**src/rtl/mem_port_arbiter.sv**
```systemverilog
// Purpose : shares the byte-wide memory_control port between instruction fetch and load/store.
// Latency : request sampled in IDLE -> mc_start next cycle -> done one cycle after mc_done (3 cycles + memory latency).
// Backpres: requesters hold req/operands until their done pulse; a losing requester simply waits.
//
// Ports:
//   clk, rst                     - clock, synchronous active-high reset
//   if_req/if_addr -> if_done/if_rdata          - fetch requester (always word mode)
//   d_req/d_we/d_addr/d_mode/d_wdata -> d_done/d_rdata - load/store requester
//   mc_start/mc_address/mc_mode/mc_write_data   - command to memory_control
//   mc_done/mc_active/mc_read_data              - status/result from memory_control
//   mem_we                       - byte-memory write strobe (data stores only)
//   grant                        - 01 fetch owns port, 10 data owns port, 00 idle
//   busy                         - high whenever not idle
module mem_port_arbiter #(
  parameter int MAX_STREAK = 4
) (
  input  logic        clk,
  input  logic        rst,
  input  logic        if_req,
  input  logic [31:0] if_addr,
  output logic        if_done,
  output logic [31:0] if_rdata,
  input  logic        d_req,
  input  logic        d_we,
  input  logic [31:0] d_addr,
  input  logic [2:0]  d_mode,
  input  logic [31:0] d_wdata,
  output logic        d_done,
  output logic [31:0] d_rdata,
  output logic        mc_start,
  output logic [31:0] mc_address,
  output logic [2:0]  mc_mode,
  output logic [31:0] mc_write_data,
  input  logic        mc_done,
  input  logic        mc_active,
  input  logic [31:0] mc_read_data,
  output logic        mem_we,
  output logic [1:0]  grant,
  output logic        busy
);

  typedef enum logic [1:0] {
    IDLE  = 2'd0,
    ISSUE = 2'd1,
    WAIT  = 2'd2,
    RESP  = 2'd3
  } state_t;

  localparam logic [1:0] GNT_NONE = 2'b00;
  localparam logic [1:0] GNT_IF   = 2'b01;
  localparam logic [1:0] GNT_D    = 2'b10;
  localparam logic [3:0] STREAK_LIMIT = 4'(MAX_STREAK);
  localparam logic [2:0] MODE_WORD = 3'b010;

  state_t      state_q, state_d;
  logic [1:0]  grant_q, grant_d;
  logic [3:0]  streak_q, streak_d;
  logic [31:0] if_rdata_q, if_rdata_d;
  logic [31:0] d_rdata_q, d_rdata_d;

  // State register
  always_ff @(posedge clk) begin
    if (rst) begin
      state_q    <= IDLE;
      grant_q    <= GNT_NONE;
      streak_q   <= 4'd0;
      if_rdata_q <= 32'd0;
      d_rdata_q  <= 32'd0;
    end else begin
      state_q    <= state_d;
      grant_q    <= grant_d;
      streak_q   <= streak_d;
      if_rdata_q <= if_rdata_d;
      d_rdata_q  <= d_rdata_d;
    end
  end

  // Next-state and arbitration
  always_comb begin
    state_d    = state_q;
    grant_d    = grant_q;
    streak_d   = streak_q;
    if_rdata_d = if_rdata_q;
    d_rdata_d  = d_rdata_q;
    unique case (state_q)
      IDLE: begin
        if (if_req || d_req) begin
          state_d = ISSUE;
          if (d_req && !(if_req && (streak_q >= STREAK_LIMIT))) begin
            grant_d = GNT_D;
            // Data only wins against a waiting fetch while below the limit,
            // so the increment can never exceed MAX_STREAK.
            streak_d = if_req ? (streak_q + 4'd1) : 4'd0;
          end else begin
            grant_d  = GNT_IF;
            streak_d = 4'd0;
          end
        end
      end
      ISSUE: state_d = WAIT;
      WAIT: begin
        // mc_done is only meaningful here; elsewhere it is ignored.
        if (mc_done) begin
          state_d = RESP;
          if (grant_q == GNT_D) d_rdata_d  = mc_read_data;
          else                  if_rdata_d = mc_read_data;
        end
      end
      RESP: begin
        state_d = IDLE;
        grant_d = GNT_NONE;
      end
      default: state_d = IDLE;
    endcase
  end

  // Outputs
  always_comb begin
    grant         = grant_q;
    busy          = (state_q != IDLE);
    mc_start      = (state_q == ISSUE);
    if_done       = (state_q == RESP) && (grant_q == GNT_IF);
    d_done        = (state_q == RESP) && (grant_q == GNT_D);
    mem_we        = (grant_q == GNT_D) && d_we && (state_q == WAIT) && mc_active;
    mc_address    = 32'd0;
    mc_mode       = 3'd0;
    mc_write_data = 32'd0;
    // grant_q is only non-zero from ISSUE through RESP, so the mux is
    // stable for the whole transfer and zero when idle.
    if (grant_q == GNT_D) begin
      mc_address    = d_addr;
      mc_mode       = d_mode;
      mc_write_data = d_wdata;
    end else if (grant_q == GNT_IF) begin
      mc_address    = if_addr;
      mc_mode       = MODE_WORD;
    end
  end

  assign if_rdata = if_rdata_q;
  assign d_rdata  = d_rdata_q;

endmodule

```
**config.mk**
```make
export PLATFORM = sky130hd
export DESIGN_NAME = mem_port_arbiter
export DESIGN_NICKNAME = d
export VERILOG_FILES = /design/src/rtl/mem_port_arbiter.sv
export SDC_FILE = /design/constraint.sdc
export NUM_CORES = 1
export LEC_CHECK = 0
export CAP_MARGIN = 15
export CELL_PAD_IN_SITES_DETAIL_PLACEMENT = 1
export CELL_PAD_IN_SITES_GLOBAL_PLACEMENT = 2
export CORE_ASPECT_RATIO = 0.5
export CORE_MARGIN = 2
export CORE_UTILIZATION = 17
export CTS_CLUSTER_SIZE = 12
export DETAILED_ROUTE_END_ITERATION = 10
export PLACE_DENSITY = 0.93
export SYNTH_ARGS = -nofsm -noshare
export SYNTH_HDL_FRONTEND = slang
export SYNTH_SLANG_ARGS = --single-unit
export TNS_END_PERCENT = 100
```
**constraint.sdc**
```tcl
create_clock -name clk -period 2.4 [get_ports clk]
set_input_delay 0.6 -clock clk [delete_from_list [all_inputs] [get_ports clk]]
set_output_delay 0.6 -clock clk [all_outputs]
set_load 0.02 [all_outputs]
```
==> impl_metrics.env, run 1 <==
export IMPL_outcome="finished, final reports clean"
export IMPL_power_frac_clock_pct=31.7
export IMPL_synth_top_area_share_pct=42.4
export IMPL_clockBufferDepth=2
export IMPL_syn_to_final_growth_pct=96.3
export IMPL_required_ns=1.80
export IMPL_viasPerCell=4.28
export IMPL_slew_headroom_pct=58.6
export IMPL_cts_root_buf="clkbuf_16"
export IMPL_antenna_found_initial=0
export IMPL_slowest_delay_ns=0.37
export IMPL_die_h_microns=104
export IMPL_h_tree_depth=3
export IMPL_synth_seq_cells=72
export IMPL_cp_slowest_cell="dfxtp_1"
export IMPL_finalWorstSetupSlack_ns=0.113
export IMPL_fillers=2325
export IMPL_wl_per_cell_microns=16.6
export IMPL_tightest_slew_ns=0.621
export IMPL_avgSynthCellArea_sq_um=8.08
export IMPL_tritoncts="done"
export IMPL_p_leak_nw=2.67
export IMPL_final_area_sq_um=6680
export IMPL_synth_most_common_cell="dfxtp_1"
export IMPL_ys_async_sr_fraction_pct=0
export IMPL_placed_area_sq_um=6380
export IMPL_drv_cap=0
export IMPL_vias=4083
export IMPL_p_per_area_nw_per_um2=746
export IMPL_crit_path_start_kind="register"
export IMPL_grt_pass1_wl_microns=23900
export IMPL_met2_usage_pct=26.4
export IMPL_track_usage_pct=14.2
export IMPL_cp_max_fo=34
export IMPL_grt_util_met3_pct=3.41
export IMPL_cts_made_buffers=9
export IMPL_min_path_type="register to register"
export IMPL_die_w_microns=204
export IMPL_dp_hpwl_microns=12100
export IMPL_post_cts_buffers=0
export IMPL_seqPwrFrac_pct=27.0
export IMPL_port_buffers=275
export IMPL_pre_cts_ws_ns=-0.0506
export IMPL_worstSetupEndpointType="output pin"
export IMPL_fmax_mhz=437
export IMPL_setup_violations=0
export IMPL_hold_buffers=0
export IMPL_clk_pin_slew_ns=0.06
export IMPL_tns_ns=0
export IMPL_totalWireLength_microns=15800
export IMPL_rows=36
export IMPL_period_needed_ns=2.29
export IMPL_clock_latency_ns=0.33
export IMPL_gp_congestion=0.717
export IMPL_ant_nets=0
export IMPL_critPathBufInv=2
export IMPL_gr_max_usage_layer="met2"
export IMPL_grt_pass1_vias=4267
export IMPL_slew_violations=0
export IMPL_power_internal_w=0.00325
export IMPL_dp_cells=937
export IMPL_switching_share_pct=34.7
export IMPL_ys_seq_area_share_pct=42.4
export IMPL_synth_edf_count=0
export IMPL_drc=0
export IMPL_syn_area_sq_um=3400
export IMPL_netlist_top_cells_count="dfxtp_1, a21oi_1, nand2_1"
export IMPL_ys_types=31
export IMPL_syn_inst=421
export IMPL_synth_ff_type="dfxtp_1"
export IMPL_synth_net_count=565
export IMPL_final_util_pct=34.2
export IMPL_crit_chain="nor2b_4, clkbuf_16, a22o_1, dlygate4sd2_1"
export IMPL_drive_gt1_share_pct=5.52
export IMPL_fin_crit_sh_pct=95.3
export IMPL_nets=827
export IMPL_ys_warn_count=0
export IMPL_drt_pass1_iter_count=4
export IMPL_synthTopCellsByArea="dfxtp_1, a21oi_1, a22o_1"
export IMPL_design_die_area_sq_um=21200
export IMPL_crit_family="buffers and inverters"
export IMPL_power_frac_comb_pct=41.3
export IMPL_timing_final_hold_violations=0
export IMPL_first_iter_violations=167
export IMPL_use_met1_pct=15.6
export IMPL_yosysTopAreaCell="dfxtp_1"
export IMPL_stdcell_count=954
export IMPL_power_switching_w=0.00173
export IMPL_initial_core_util_pct=17.4
export IMPL_ios=276
export IMPL_clkSinkCount=72
export IMPL_cp_arrival_ns=1.69
export IMPL_antennaDiodeCount=0
export IMPL_crit_type="register to output pin"
export IMPL_overflow=0
export IMPL_ir_worst_vdd_mv=0.453
export IMPL_skew_ns=0.00718
export IMPL_core_area_sq_um=19500
export IMPL_grt_max_degree=69
-- cell type report --
class                   instances  area, sq um  area share, %
flip-flops and latches         72         1440           21.6
repair buffers                292         2830           42.3
well taps                     266          333           4.98
inverters                       5         18.8          0.281
clock buffers                  11          253           3.78
multi-input cells             303         1700           25.5
clock inverters                 5          103           1.54
-- power by group through the flow --
| stage | logic (W) | clock network (W) | registers, W |
|---|---|---|---|
| global placement | 0.00216 | 0 | 0.00136 |
| CTS | 0.00204 | 0.00162 | 0.00134 |
| floorplan | 0.00107 | 0 | 0.00144 |
| detailed placement | 0.00219 | 0 | 0.00137 |
| finish | 0.00206 | 0.00158 | 0.00134 |
| global route | 0.00221 | 0.00168 | 0.00136 |
-- per-stage QoR --
stage	power, W	hold slack [ns]
global route	0.00524	0.471
floorplan	0.00251	0.458
CTS	0.00501	0.454
detailed placement	0.00356	0.446
global placement	0.00352	0.441
finish	0.00498	0.451
-- flip-flops by register name, summed over array words and instances (netlist names) --
signal and flops:
d_rdata 32, if_rdata 32, state_q 2, grant 2, streak_q 4
-- cells by family after synthesis --
kind of cell               Yosys count  share of synthesized area (%)
adders and majority gates            6                           2.21
muxes                                1                          0.294
buffers and inverters               46                           7.94
and+or+nand+nor                    155                           22.3
DFF                                 72                           42.4
AOI/OAI and AO/OA                  141                           24.9
-- repair_timing --
action / in CTS / in global routing
endpoints found under the setup margin: 71 / 5
hold endpoints to repair: 0 / 0
gates cloned: 0 / 1
gates resized for setup: 73 / 0
-- layer usage --
layer	part of all wire (%)	wire, microns
met5	0	0
met4	2.6	416
met3	5.6	889
met2	52	8190
met1	40	6350
-- worst paths after layout --
check	slack, ns	startpoint	depth (start not counted)	end
hold / removal	0.45	d_rdata[16]	2	d_rdata[16]
hold reg to reg	0.45	d_rdata[16]	2	d_rdata[16]
setup / recovery	0.11	grant[1]	4	mc_address[28]
setup reg to reg	0.74	state_q[1]	5	state_q[1]
-- worst register-to-register path, cell delays in order (launching register included) --
cell,delay (ns)
dfxtp_1,0.35
inv_1,0.13
ha_1,0.27
nor3b_1,0.45
a21o_1,0.19
mux2i_1,0.20
-- cell usage in the layout (no fill, tap or decap), drive strengths merged, types with 2 or more instances in the layout --
master,n
clkdlybuf4s50,203
dfxtp,72
dlygate4sd2,71
a21oi,66
nand2,65
and2,37
o21ai,36
nand3,34
a22o,32
buf,17
clkbuf,12
nor2,6
ha,6
inv,5
nand2b,3
bufinv,3
nor2b,3
a21o,2
a32oi,2
nor3,2
Power figures use the tool's default switching activity.
==> inputs of run 2 (changes only) <==
--- a/config.mk
+++ b/config.mk
@@ -11,6 +11,7 @@
 export CORE_ASPECT_RATIO = 0.5
 export CORE_MARGIN = 2
 export CORE_UTILIZATION = 17
+export CTS_BUF_LIST = sky130_fd_sc_hd__clkbuf_16
 export CTS_CLUSTER_SIZE = 12
 export DETAILED_ROUTE_END_ITERATION = 10
 export PLACE_DENSITY = 0.93
==> constraint.sdc (replaced) <==
create_clock -name clk -period 2.4 [get_ports clk]
set_input_delay 0.36 -clock clk [delete_from_list [all_inputs] [get_ports clk]]
set_output_delay 0.36 -clock clk [all_outputs]
set_load 0.02 [all_outputs]
==> run 2 against run 1 <==
Effect of this change:
- setup slack lost 0.036 ns
- sequential share of layout area shrank 0.15 points
- worst hold slack is essentially flat
- die area is the same
- core utilization grew 0.27 points
- clock skew shrank 0.0033 ns
- flip-flop and latch count is the same
- non-clock buffer count is the same
- first-iteration DRC count grew 18%
- via count grew 0.91%
- clock power shrank 13%
- power shrank 1.7%
- critical endpoint is now mc_write_data[9]
==> impl_metrics.env, run 2 (same netlist as run 1, synthesis figures left out) <==
export IMPL_drt_pass1_iter_count=4
export IMPL_tns_ns=0
export IMPL_port_buffers=275
export IMPL_slew_headroom_pct=59.2
export IMPL_required_ns=2.04
export IMPL_p_leak_nw=2.76
export IMPL_final_common_cell="clkdlybuf4s50_1"
export IMPL_h_tree_depth=3
export IMPL_clkSinkCount=72
export IMPL_crit_path_start_kind="register"
export IMPL_outcome="finished, final reports clean"
export IMPL_rsz0062_at_grt="no"
export IMPL_regArea_sq_um=1440
export IMPL_drc=0
export IMPL_crit_type="register to output pin"
export IMPL_syn_to_final_growth_pct=97.8
export IMPL_totalWireLength_microns=16100
export IMPL_fillers=2282
export IMPL_skew_ns=0.00392
export IMPL_fmax_mhz=431
export IMPL_first_iter_violations=197
export IMPL_vias=4120
export IMPL_grt_pass1_wl_microns=24100
export IMPL_p_per_area_nw_per_um2=727
export IMPL_rows=36
export IMPL_die_w_microns=204
export IMPL_cp_max_fo=34
export IMPL_clockBufferDepth=2
export IMPL_cts_root_buf="clkbuf_16"
export IMPL_clock_latency_ns=0.33
export IMPL_cts_made_buffers=9
export IMPL_worstSetupEndpointType="output pin"
export IMPL_antennaDiodeCount=0
export IMPL_overflow=0
export IMPL_grt_pass1_vias=4307
export IMPL_timing_final_hold_violations=0
export IMPL_pre_cts_ws_ns=0.302
export IMPL_tritoncts="done"
export IMPL_min_path_type="register to register"
export IMPL_dp_hpwl_microns=12100
export IMPL_drv_cap=0
export IMPL_fin_crit_sh_pct=96.8
export IMPL_tightest_slew_ns=0.612
export IMPL_cp_arrival_ns=1.96
export IMPL_hold_ws_ns=0.452
export IMPL_track_usage_pct=14.4
export IMPL_slew_violations=0
export IMPL_grt_max_degree=35
export IMPL_ant_nets=0
export IMPL_drive_gt1_share_pct=5.24
export IMPL_die_h_microns=104
export IMPL_antenna_found_initial=0
export IMPL_multi_input_area_sq_um=1700
export IMPL_gp_congestion=0.755
export IMPL_mostFrequentLayoutCells="clkdlybuf4s50_1, dfxtp_1, a21oi_1"
export IMPL_viasPerCell=4.32
export IMPL_initial_core_util_pct=17.4
export IMPL_ios=276
export IMPL_finalWorstSetupSlack_ns=0.0772
export IMPL_core_area_sq_um=19500
export IMPL_clk_pin_slew_ns=0.05
export IMPL_period_needed_ns=2.32
export IMPL_setup_violations=0
export IMPL_ir_worst_vdd_mv=0.364
export IMPL_wl_per_cell_microns=16.9
export IMPL_nets=827
export IMPL_design_die_area_sq_um=21200
==> run 2: cell count changes in the layout (fill, tap and decap cells not counted), sizes merged <==
cell,delta
dlygate4sd2,-37
bufinv,-1
bufbuf,+1
clkinvlp,-1
dlymetal6s2s,+15
clkdlybuf4s50,+22
inv,+2
clkbuf,-3
clkinv,+1
==> run 2: worst paths after layout <==
path / slack (ns) / start / end / cells after the start
max: 0.08 / grant[1] / mc_write_data[9] / 4
min: 0.45 / d_rdata[31] / d_rdata[31] / 2
max reg2reg: 0.73 / state_q[0] / d_rdata[25] / 6
min reg2reg: 0.45 / d_rdata[31] / d_rdata[31] / 2
==> run 2: metrics by stage <==
step	util, %	cell area (sq um)	power [W]	cells
global placement	32.7	6390	0.00351	936
floorplan	-	3400	0.00251	421
detailed placement	32.7	6390	0.00356	936
global route	34.4	6730	0.00515	953
CTS	34.2	6690	0.00496	953
finish	34.4	6730	0.00490	953
==> run 2: what timing repair did <==
item                                    CTS  global route
gates cloned                              1             0
endpoints found under the setup margin   68            16
hold buffers                              0             0
gates resized for setup                  36            16
hold endpoints to repair                  0             0
buffers inserted                          1             0
==> run 2: final cells by class <==
| type | count | area share (%) |
|---|---|---|
| clock buffers | 9 | 3.35 |
| clock inverters | 6 | 1.15 |
| inverters | 5 | 0.279 |
| multi-input cells | 303 | 25.3 |
| flip-flops and latches | 72 | 21.4 |
| well taps | 266 | 4.94 |
| repair buffers | 292 | 43.6 |
==> run 2: metal layers <==
layer  vias to the layer above  global-route usage [%]  wire [microns]
li1                       1980                       -               -
met1                      1993                    15.6            6190
met2                       124                    27.1            8580
met3                        23                    3.73             958
met4                         0                    5.07             383
met5                         -                       0               0
==> run 2: where the power goes <==
group / internal, W / switching, W
Sequential: 0.00129 / 0.0000637
Combinational: 0.00100 / 0.00116
Clock: 0.000892 / 0.000490
==> run 2: critical path, stage by stage, from the launching register on <==
cell and delay, ns:
dfxtp_2 0.39, nor2b_4 0.25, buf_12 0.21, and2_1 0.15, clkdlybuf4s50_1 0.62
